===== config.mk =====
export PLATFORM = sky130hd
export DESIGN_NAME = wb_bus_arbiter
export DESIGN_NICKNAME = d
export VERILOG_FILES = /design/src/rtl/wb_bus_arbiter.sv
export SDC_FILE = /design/constraint.sdc
export NUM_CORES = 1
export LEC_CHECK = 0
export BUFFER_PORTS_ARGS = -buffer_cell sky130_fd_sc_hd__buf_2
export CAP_MARGIN = 20
export CORE_AREA = 2 2 127 129
export DETAILED_ROUTE_END_ITERATION = 8
export DIE_AREA = 0 0 129 131
export PLACE_DENSITY_LB_ADDON = 0.2
export REMOVE_ABC_BUFFERS = 1
export SLEW_MARGIN = 25
export SYNTH_ARGS = -nofsm -noshare
export SYNTH_HDL_FRONTEND = slang
export SYNTH_SLANG_ARGS = --single-unit

===== constraint.sdc =====
create_clock -name i_clk -period 1.6 [get_ports i_clk]
set_input_delay 0.16 -clock i_clk [delete_from_list [all_inputs] [get_ports i_clk]]
set_output_delay 0.16 -clock i_clk [all_outputs]
set_load 0.03 [all_outputs]

===== src/rtl/wb_bus_arbiter.sv =====
`default_nettype none
// ============================================================================
// Module      : wb_bus_arbiter
// Description : Two-master Wishbone B4 arbiter. Round-robin grant per cyc
//               window, no preemption. Optional slave-response timeout is
//               enabled by defining WB_ARB_TIMEOUT_EN.
// Revision    : 1.0 - initial release
// ============================================================================
module wb_bus_arbiter #(
    parameter int DW      = 32,
    parameter int AW      = 32,
    parameter int SW      = DW / 8,
    parameter int TIMEOUT = 256
) (
    input  logic          i_clk,
    input  logic          i_rst_n,
    // master 0 (instruction cache)
    input  logic          i_m0_cyc,
    input  logic          i_m0_stb,
    input  logic          i_m0_we,
    input  logic [AW-1:0] i_m0_addr,
    input  logic [DW-1:0] i_m0_data,
    input  logic [SW-1:0] i_m0_sel,
    input  logic [2:0]    i_m0_cti,
    output logic          o_m0_ack,
    output logic          o_m0_err,
    output logic [DW-1:0] o_m0_data,
    // master 1 (data cache)
    input  logic          i_m1_cyc,
    input  logic          i_m1_stb,
    input  logic          i_m1_we,
    input  logic [AW-1:0] i_m1_addr,
    input  logic [DW-1:0] i_m1_data,
    input  logic [SW-1:0] i_m1_sel,
    input  logic [2:0]    i_m1_cti,
    output logic          o_m1_ack,
    output logic          o_m1_err,
    output logic [DW-1:0] o_m1_data,
    // slave side
    output logic          o_wb_cyc,
    output logic          o_wb_stb,
    output logic          o_wb_we,
    output logic [AW-1:0] o_wb_addr,
    output logic [DW-1:0] o_wb_data,
    output logic [SW-1:0] o_wb_sel,
    output logic [2:0]    o_wb_cti,
    input  logic          i_wb_ack,
    input  logic          i_wb_err,
    input  logic [DW-1:0] i_wb_data,
    output logic [1:0]    o_grant
);

    typedef enum logic [1:0] {
        IDLE   = 2'd0,
        GRANT0 = 2'd1,
        GRANT1 = 2'd2
    } state_t;

    state_t r_state;
    state_t w_next;
    logic   r_last;
    logic   w_own_cyc;
    logic   w_own_stb;
    logic   w_timeout;
    logic   w_abort;

    if (TIMEOUT < 2 || TIMEOUT > 65535) begin : g_timeout_range
        $error("wb_bus_arbiter: TIMEOUT must be within 2..65535");
    end

    always_ff @(posedge i_clk or negedge i_rst_n) begin
        if (!i_rst_n) begin
            r_state <= IDLE;
            r_last  <= 1'b1;
        end else begin
            r_state <= w_next;
            if (r_state == IDLE && w_next == GRANT0) begin
                r_last <= 1'b0;
            end else if (r_state == IDLE && w_next == GRANT1) begin
                r_last <= 1'b1;
            end
        end
    end

    // A grant is only released when its owner drops cyc; a tie goes to the
    // master that did not own the bus last.
    always_comb begin
        w_next = r_state;
        case (r_state)
            IDLE: begin
                if (i_m0_cyc && i_m1_cyc) begin
                    w_next = r_last ? GRANT0 : GRANT1;
                end else if (i_m0_cyc) begin
                    w_next = GRANT0;
                end else if (i_m1_cyc) begin
                    w_next = GRANT1;
                end
            end
            GRANT0:  if (!i_m0_cyc) w_next = IDLE;
            GRANT1:  if (!i_m1_cyc) w_next = IDLE;
            default: w_next = IDLE;
        endcase
    end

    always_comb begin
        w_own_cyc = 1'b0;
        w_own_stb = 1'b0;
        o_wb_cyc  = 1'b0;
        o_wb_stb  = 1'b0;
        o_wb_we   = 1'b0;
        o_wb_addr = '0;
        o_wb_data = '0;
        o_wb_sel  = '0;
        o_wb_cti  = 3'b000;
        if (r_state == GRANT0 && i_m0_cyc) begin
            w_own_cyc = 1'b1;
            w_own_stb = i_m0_stb;
            o_wb_cyc  = 1'b1;
            o_wb_stb  = i_m0_stb;
            o_wb_we   = i_m0_we;
            o_wb_addr = i_m0_addr;
            o_wb_data = i_m0_data;
            o_wb_sel  = i_m0_sel;
            o_wb_cti  = i_m0_cti;
        end else if (r_state == GRANT1 && i_m1_cyc) begin
            w_own_cyc = 1'b1;
            w_own_stb = i_m1_stb;
            o_wb_cyc  = 1'b1;
            o_wb_stb  = i_m1_stb;
            o_wb_we   = i_m1_we;
            o_wb_addr = i_m1_addr;
            o_wb_data = i_m1_data;
            o_wb_sel  = i_m1_sel;
            o_wb_cti  = i_m1_cti;
        end
        if (w_abort) begin
            o_wb_cyc = 1'b0;
            o_wb_stb = 1'b0;
        end
    end

`ifdef WB_ARB_TIMEOUT_EN
    localparam logic [15:0] c_TIMEOUT_LAST = 16'(TIMEOUT - 1);

    logic [15:0] r_to_cnt;
    logic        r_abort;
    logic        w_strobing;

    assign w_strobing = w_own_cyc & w_own_stb & ~r_abort;
    assign w_timeout  = w_strobing & ~i_wb_ack & ~i_wb_err & (r_to_cnt == c_TIMEOUT_LAST);
    assign w_abort    = r_abort;

    // Every grant change passes through IDLE, which clears the counter.
    always_ff @(posedge i_clk or negedge i_rst_n) begin
        if (!i_rst_n) begin
            r_to_cnt <= 16'd0;
            r_abort  <= 1'b0;
        end else if (r_state == IDLE) begin
            r_to_cnt <= 16'd0;
            r_abort  <= 1'b0;
        end else begin
            if (i_wb_ack || i_wb_err || w_timeout) begin
                r_to_cnt <= 16'd0;
            end else if (w_strobing) begin
                r_to_cnt <= r_to_cnt + 16'd1;
            end
            if (w_timeout) begin
                r_abort <= 1'b1;
            end
        end
    end
`else
    assign w_timeout = 1'b0;
    assign w_abort   = 1'b0;
`endif

    assign o_m0_ack  = (r_state == GRANT0) & i_wb_ack;
    assign o_m1_ack  = (r_state == GRANT1) & i_wb_ack;
    assign o_m0_err  = (r_state == GRANT0) & (i_wb_err | w_timeout);
    assign o_m1_err  = (r_state == GRANT1) & (i_wb_err | w_timeout);
    assign o_m0_data = i_wb_data;
    assign o_m1_data = i_wb_data;
    assign o_grant   = {r_state == GRANT1, r_state == GRANT0};

endmodule
`default_nettype wire


== Word level (Yosys, flattened, before mapping) ==
Index checks and enable logic that the tools add are counted.

* Add/sub/neg operators: 0
* $mul: 0
* Div/mod/pow operators: 0
* Magnitude comparators: 0
* Equality and inequality tests: 4
* Shift operators: 0
* Mux-type cells: 23
* Bitwise gates (word level): 4
* Reduce and logical (&&, ||, !) cells: 7

{| class="wikitable"
|+ Operators with widths
! kind !! count
|-
| 2-to-1 mux 32 bit || 4
|-
| 2-to-1 mux 2 bit || 6
|-
| 2-to-1 mux 1 bit || 8
|-
| 2-to-1 mux 4 bit || 2
|-
| 2-to-1 mux 3 bit || 2
|-
| case mux 2 bit (3 select lines) || 1
|-
| logical AND 1 bit || 5
|-
| bitwise AND 1 bit || 4
|-
| equality test 2 x 1 -> 1 bit (second input constant) || 2
|-
| equality test 2 bit (second input constant) || 2
|-
| logical NOT 2 bit || 1
|-
| nonzero test 2 bit || 1
|}

* Flip-flop bits (word level): 3
* Latch bits: 0
* RAM bits: 0
* Bits in read-only memories: 0
* Input port bits: 184
* Output and inout bits: 144
* Logic and storage cells: 40
* Memories kept: 0

== Longest topological paths before layout ==
* Depth in word-level cells: 8
* Depth in mapped cells: 5
* Gate-level depth less buffers: 2

== Worst setup path before layout ==
No wires, ideal clock.

* Path kind: register -> output
* Start point: register r_state[1]
* End point: output port o_wb_cyc
* Data arrival time: 1.406 ns
* Required time: 1.440 ns
* Setup slack: 0.034 ns
* Stages on the path, launching flop included: 6
* Path buffers: 3
* Path through: dfrtp_1 -> buf_6 -> nand2b_4 -> buf_6 -> buf_6 -> mux2i_1

* Longest elaborated chain between the ends: 4
* Elaborated cells between the ends (all ways): 6
* Classes of those cells: 2 x eq/ne; 2 x mux; 2 x reduce/logical

{| class="wikitable"
|+ Ends and longest elaborated chain
! element !! RTL line !! text
|-
| from (decl) || 59 || <nowiki>state_t r_state;</nowiki>
|-
| from (signal assigned) || 76 || <nowiki>r_state <= w_next;</nowiki>
|-
| equality test 2 bit || 125 || <nowiki>end else if (r_state == GRANT1 && i_m1_cyc) begin</nowiki>
|-
| logical AND 1 bit || 125 ||
|-
| 2-to-1 mux 1 bit || 125 ||
|-
| 2-to-1 mux 1 bit * || 115 || <nowiki>if (r_state == GRANT0 && i_m0_cyc) begin</nowiki>
|-
| to (decl) || 40 || <nowiki>output logic o_wb_cyc,</nowiki>
|}

Mark *: on every way between the ends. The rest lies on a longest branch, timed or not.

== Worst setup path after layout ==
* Start point: register r_state[1]
* End point: output port o_wb_data[0]

* Longest elaborated chain between the ends: 4
* Elaborated cells between the ends (all ways): 6
* Classes of those cells: 2 x eq/ne; 2 x mux; 2 x reduce/logical

{| class="wikitable"
|+ Ends and longest elaborated chain
! element !! RTL line !! text
|-
| equality test 2 bit || 125 ||
|-
| logical AND 1 bit || 125 ||
|-
| 2-to-1 mux 32 bit || 125 ||
|-
| 2-to-1 mux 32 bit * || 115 ||
|-
| to (decl) || 44 || <nowiki>output logic [DW-1:0] o_wb_data,</nowiki>
|}

Marked as above.

==> summary.md <==
| Metric | Value |
|---|---|
| DRC | 0 |
| Total grt overflow | 0 |
| Die area | 16900 µm² |
| Data arrival time of the critical path | 1.47 ns |
| Pint | 1.67 mW |
| Via Count | 3162 |
| GRT met3 Usage | 0.103 |
| Final min period | 1.63 ns |
| DR pass1 iterations | 4 |
| Post-Route Utilization | 0.267 |
| Max_cap viols | 0 |
| Fillers | 1728 |
| Die Width | 129 µm |
| Core area | 15600 µm² |
| Final worst-path cycle share | 1.02 |
| Max Fanout on Critical Path | 29 |
| Number of CTS-inserted buffers | 3 |
| Ys Warns | 0 |
| Fin. Hold Viols | 0 |
| Largest area contributor in the netlist | o22ai_2 |
| Met2 GRT Util | 0.205 |
| Antenna Cells | 0 |
| Clock Sinks | 3 |
| Ratio of cells with drive above 1 in the final layout | 0.687 |
| Psw | 1.68 mW |
| Area after DPL | 3270 µm² |
| Routed vias/inst | 4.45 |
| RSZ-0062 raised after global routing | true |
| Crit-path cells | nand2b_4 > buf_16 > o22ai_1 > buf_4 |
| Largest net degree at the start of global routing | 59 |
| Max Clock Freq | 614 MHz |
| CTS H-tree lvls | 1 |
| Layout Skew | 0.00252 ns |
| Max-slew violation count | 0 |
| Post-DP HPWL | 10.0 mm |
| Synth-to-Final Area Change | 73.8% |
| Top-count cell post-synth | nand2_1 |
| R2r startpoint | r_state[0] |
| Mean Syn Cell Area | 6.95 µm² |
| Num ports | 328 |
| Clock Latency Late Sink | 0.22 ns |
| Nature of the critical path startpoint | register |
| Antenna violations before repair | 1 |
| Clock buffer depth | 2 |
| CP peak stage delay | 0.42 ns |
| Critical path destination | o_wb_data[0] |
| Synth top area share | 0.309 |
| Critical path's slowest cell | dfrtp_2 |
| Crit Path Category | register to primary output |
| Reg2reg path depth | 4 |
| Post-layout nets | 680 |
| Initial drt markers | 100 |
| Worst R2R End | r_last |
| Synth cell count leaders | nand2_1, nand3_1, buf_4, o22ai_2, buf_2 |
| Post-synth EDFFs | 0 |
| Failing checks | setup timing |
| Detailed Route WL | 13.7 mm |
| Synthesized area | 2390 µm² |
| Hold crit path type | input pin to async pin |
| Slew @ Worst Pin | 0.285 ns |
| CTS tree | yes |
| Register area share after synthesis | 0.0319 |
| Placer Congestion | 0.683 |
| Root buffer cell | clkbuf_16 |
| Synth Register Bits | 3 |
| First-pass GRT wire length | 18.3 mm |
| Endpoint class of the critical path | primary output |
| Hold_ws | 0.275 ns |
| Initial core utilization | 0.153 |
| Synth area leaders | o22ai_2, buf_4, nand3_1 |
| Vias in the first global route | 3044 |
| Most used routing layer in global routing | met2 |
| Final setup viols | 24 |
| Dominant synthesized flop cell | dfrtp_1 |
| Power share of the sequential group | 0.043 |
| Sw frac | 0.502 |
| Status | finished, violations left |
| Synthesized instance count | 344 |
| Peak VDD IR | 315 µV |
| Logic pwr share | 0.839 |
| Clock network power share | 0.118 |
| Async S/R FF share, synth | 1.00 |
| DR WL/cell | 19.3 µm |
| Leak | 1.77 nW |
| Clock transition at the registers of the reported paths | 0.03 ns |
| Required time worst endpoint | 1.44 ns |
| Rows | 46 |
| Crit. Startpoint | r_state[1] |
| Slew HR | 0.810 |
| Antenna violation net count after detailed routing | 0 |
| Distinct cells, synth | 19 |
| Final total power | 3.35 mW |
| R2R setup slack | 0.31 ns |
| Die H | 131 µm |
| Final Cell Area | 4160 µm² |
| Met1 usage | 0.176 |
| Port-buffer cells | 231 |
| Pwr dens | 806 nW/µm² |
| Total track usage | 0.142 |
| Fin worst setup slack | -0.0292 ns |
[flip-flops by register name (all words and copies together), names as in the netlist]
| register | cells |
|---|---|
| r_last | 1 |
| r_state | 2 |
[through the flow]
stage,setup slack [ns],TNS (ns),cells
2_1_floorplan,-3.19,-210.85,238
3_3_place_gp,0.183,0,696
3_5_place_dp,0.155,0,696
4_1_cts,-0.0460,-1.37,709
5_1_grt,-0.0626,-2.04,711
6_report,-0.0292,-0.301,711
[how the worst min path moves through the flow]
stage	from	endpoint	slack, ns	cells past startpoint
2_1_floorplan	i_rst_n	r_state[0]	-0.14	0
3_3_place_gp	i_rst_n	r_state[0]	-0.03	1
3_5_place_dp	i_rst_n	r_state[0]	-0.03	1
4_1_cts	i_rst_n	r_state[0]	0.28	2
5_1_grt	i_rst_n	r_state[0]	0.29	2
6_report	i_rst_n	r_state[0]	0.27	2
[cell usage in the layout (no fill, tap or decap)]
cell and count:
dfrtp_4 1, nand2_1 68, nand2b_4 1, mux2i_1 1
buf_2 153, o22ai_4 4, nand2b_1 1, clkbuf_16 5
dlygate4sd3_1 1, nor2b_1 2, nand2_4 2, clkbuf_1 1
and2_4 4, o22ai_2 65, clkbuf_4 1, a21oi_1 1
buf_12 11, buf_16 4, nor2b_4 2, nor3b_1 1
buf_6 63, o21a_1 1, buf_4 18, dfrtp_2 1
o22ai_1 4, a2bb2oi_1 1, nand3_1 73, dfstp_2 1
nand2_2 4
[worst max-delay path: cells and delay by family (launching register included)]
family	cells	cell delay, ns
buf+inv	2	0.38
flops	1	0.42
simple gates	1	0.21
compound gates	1	0.21
[area by class of cell]
type	count	area, µm²	share of cell area
Timing Repair Buffer	253	2010	0.483
Tap cell	216	270	0.0650
Multi-Input combinational cell	235	1720	0.414
Sequential cell	3	81.3	0.0196
Clock buffer	4	78.8	0.0190
[layer usage]
| metal | wire (µm) | vias to the layer above | part of all wire |
|---|---|---|---|
| met2 | 5750 | 236 | 0.42 |
| met3 | 2240 | 10 | 0.16 |
| met5 | 68 | - | 0.0049 |
| li1 | - | 1459 | - |
| met1 | 5660 | 1453 | 0.41 |
| met4 | 18 | 4 | 0.0013 |
[timing repair]
item,in CTS,in global routing
hold endpoints to repair,3,0
pin swaps,2,3
endpoints found under the setup margin,78,77
gates cloned,5,3
resized for setup,125,55
hold buffers,1,0
setup buffers,3,1
[power groups by stage]
| stage | clock network (mW) | registers, mW | logic [mW] |
|---|---|---|---|
| floorplan | 0 | 0.372 | 1.15 |
| global placement | 0 | 0.147 | 2.12 |
| detailed placement | 0 | 0.151 | 2.12 |
| CTS | 0.402 | 0.141 | 2.67 |
| global route | 0.409 | 0.148 | 2.99 |
| finish | 0.396 | 0.143 | 2.81 |
[logic make-up after synthesis]
group,count (synthesis),share of synthesized area
flops,3,0.0319
mux,1,0.00418
simple gates,158,0.301
compound gates,76,0.354
buf+inv,106,0.309
No activity file was read; power rests on OpenSTA's default activity.
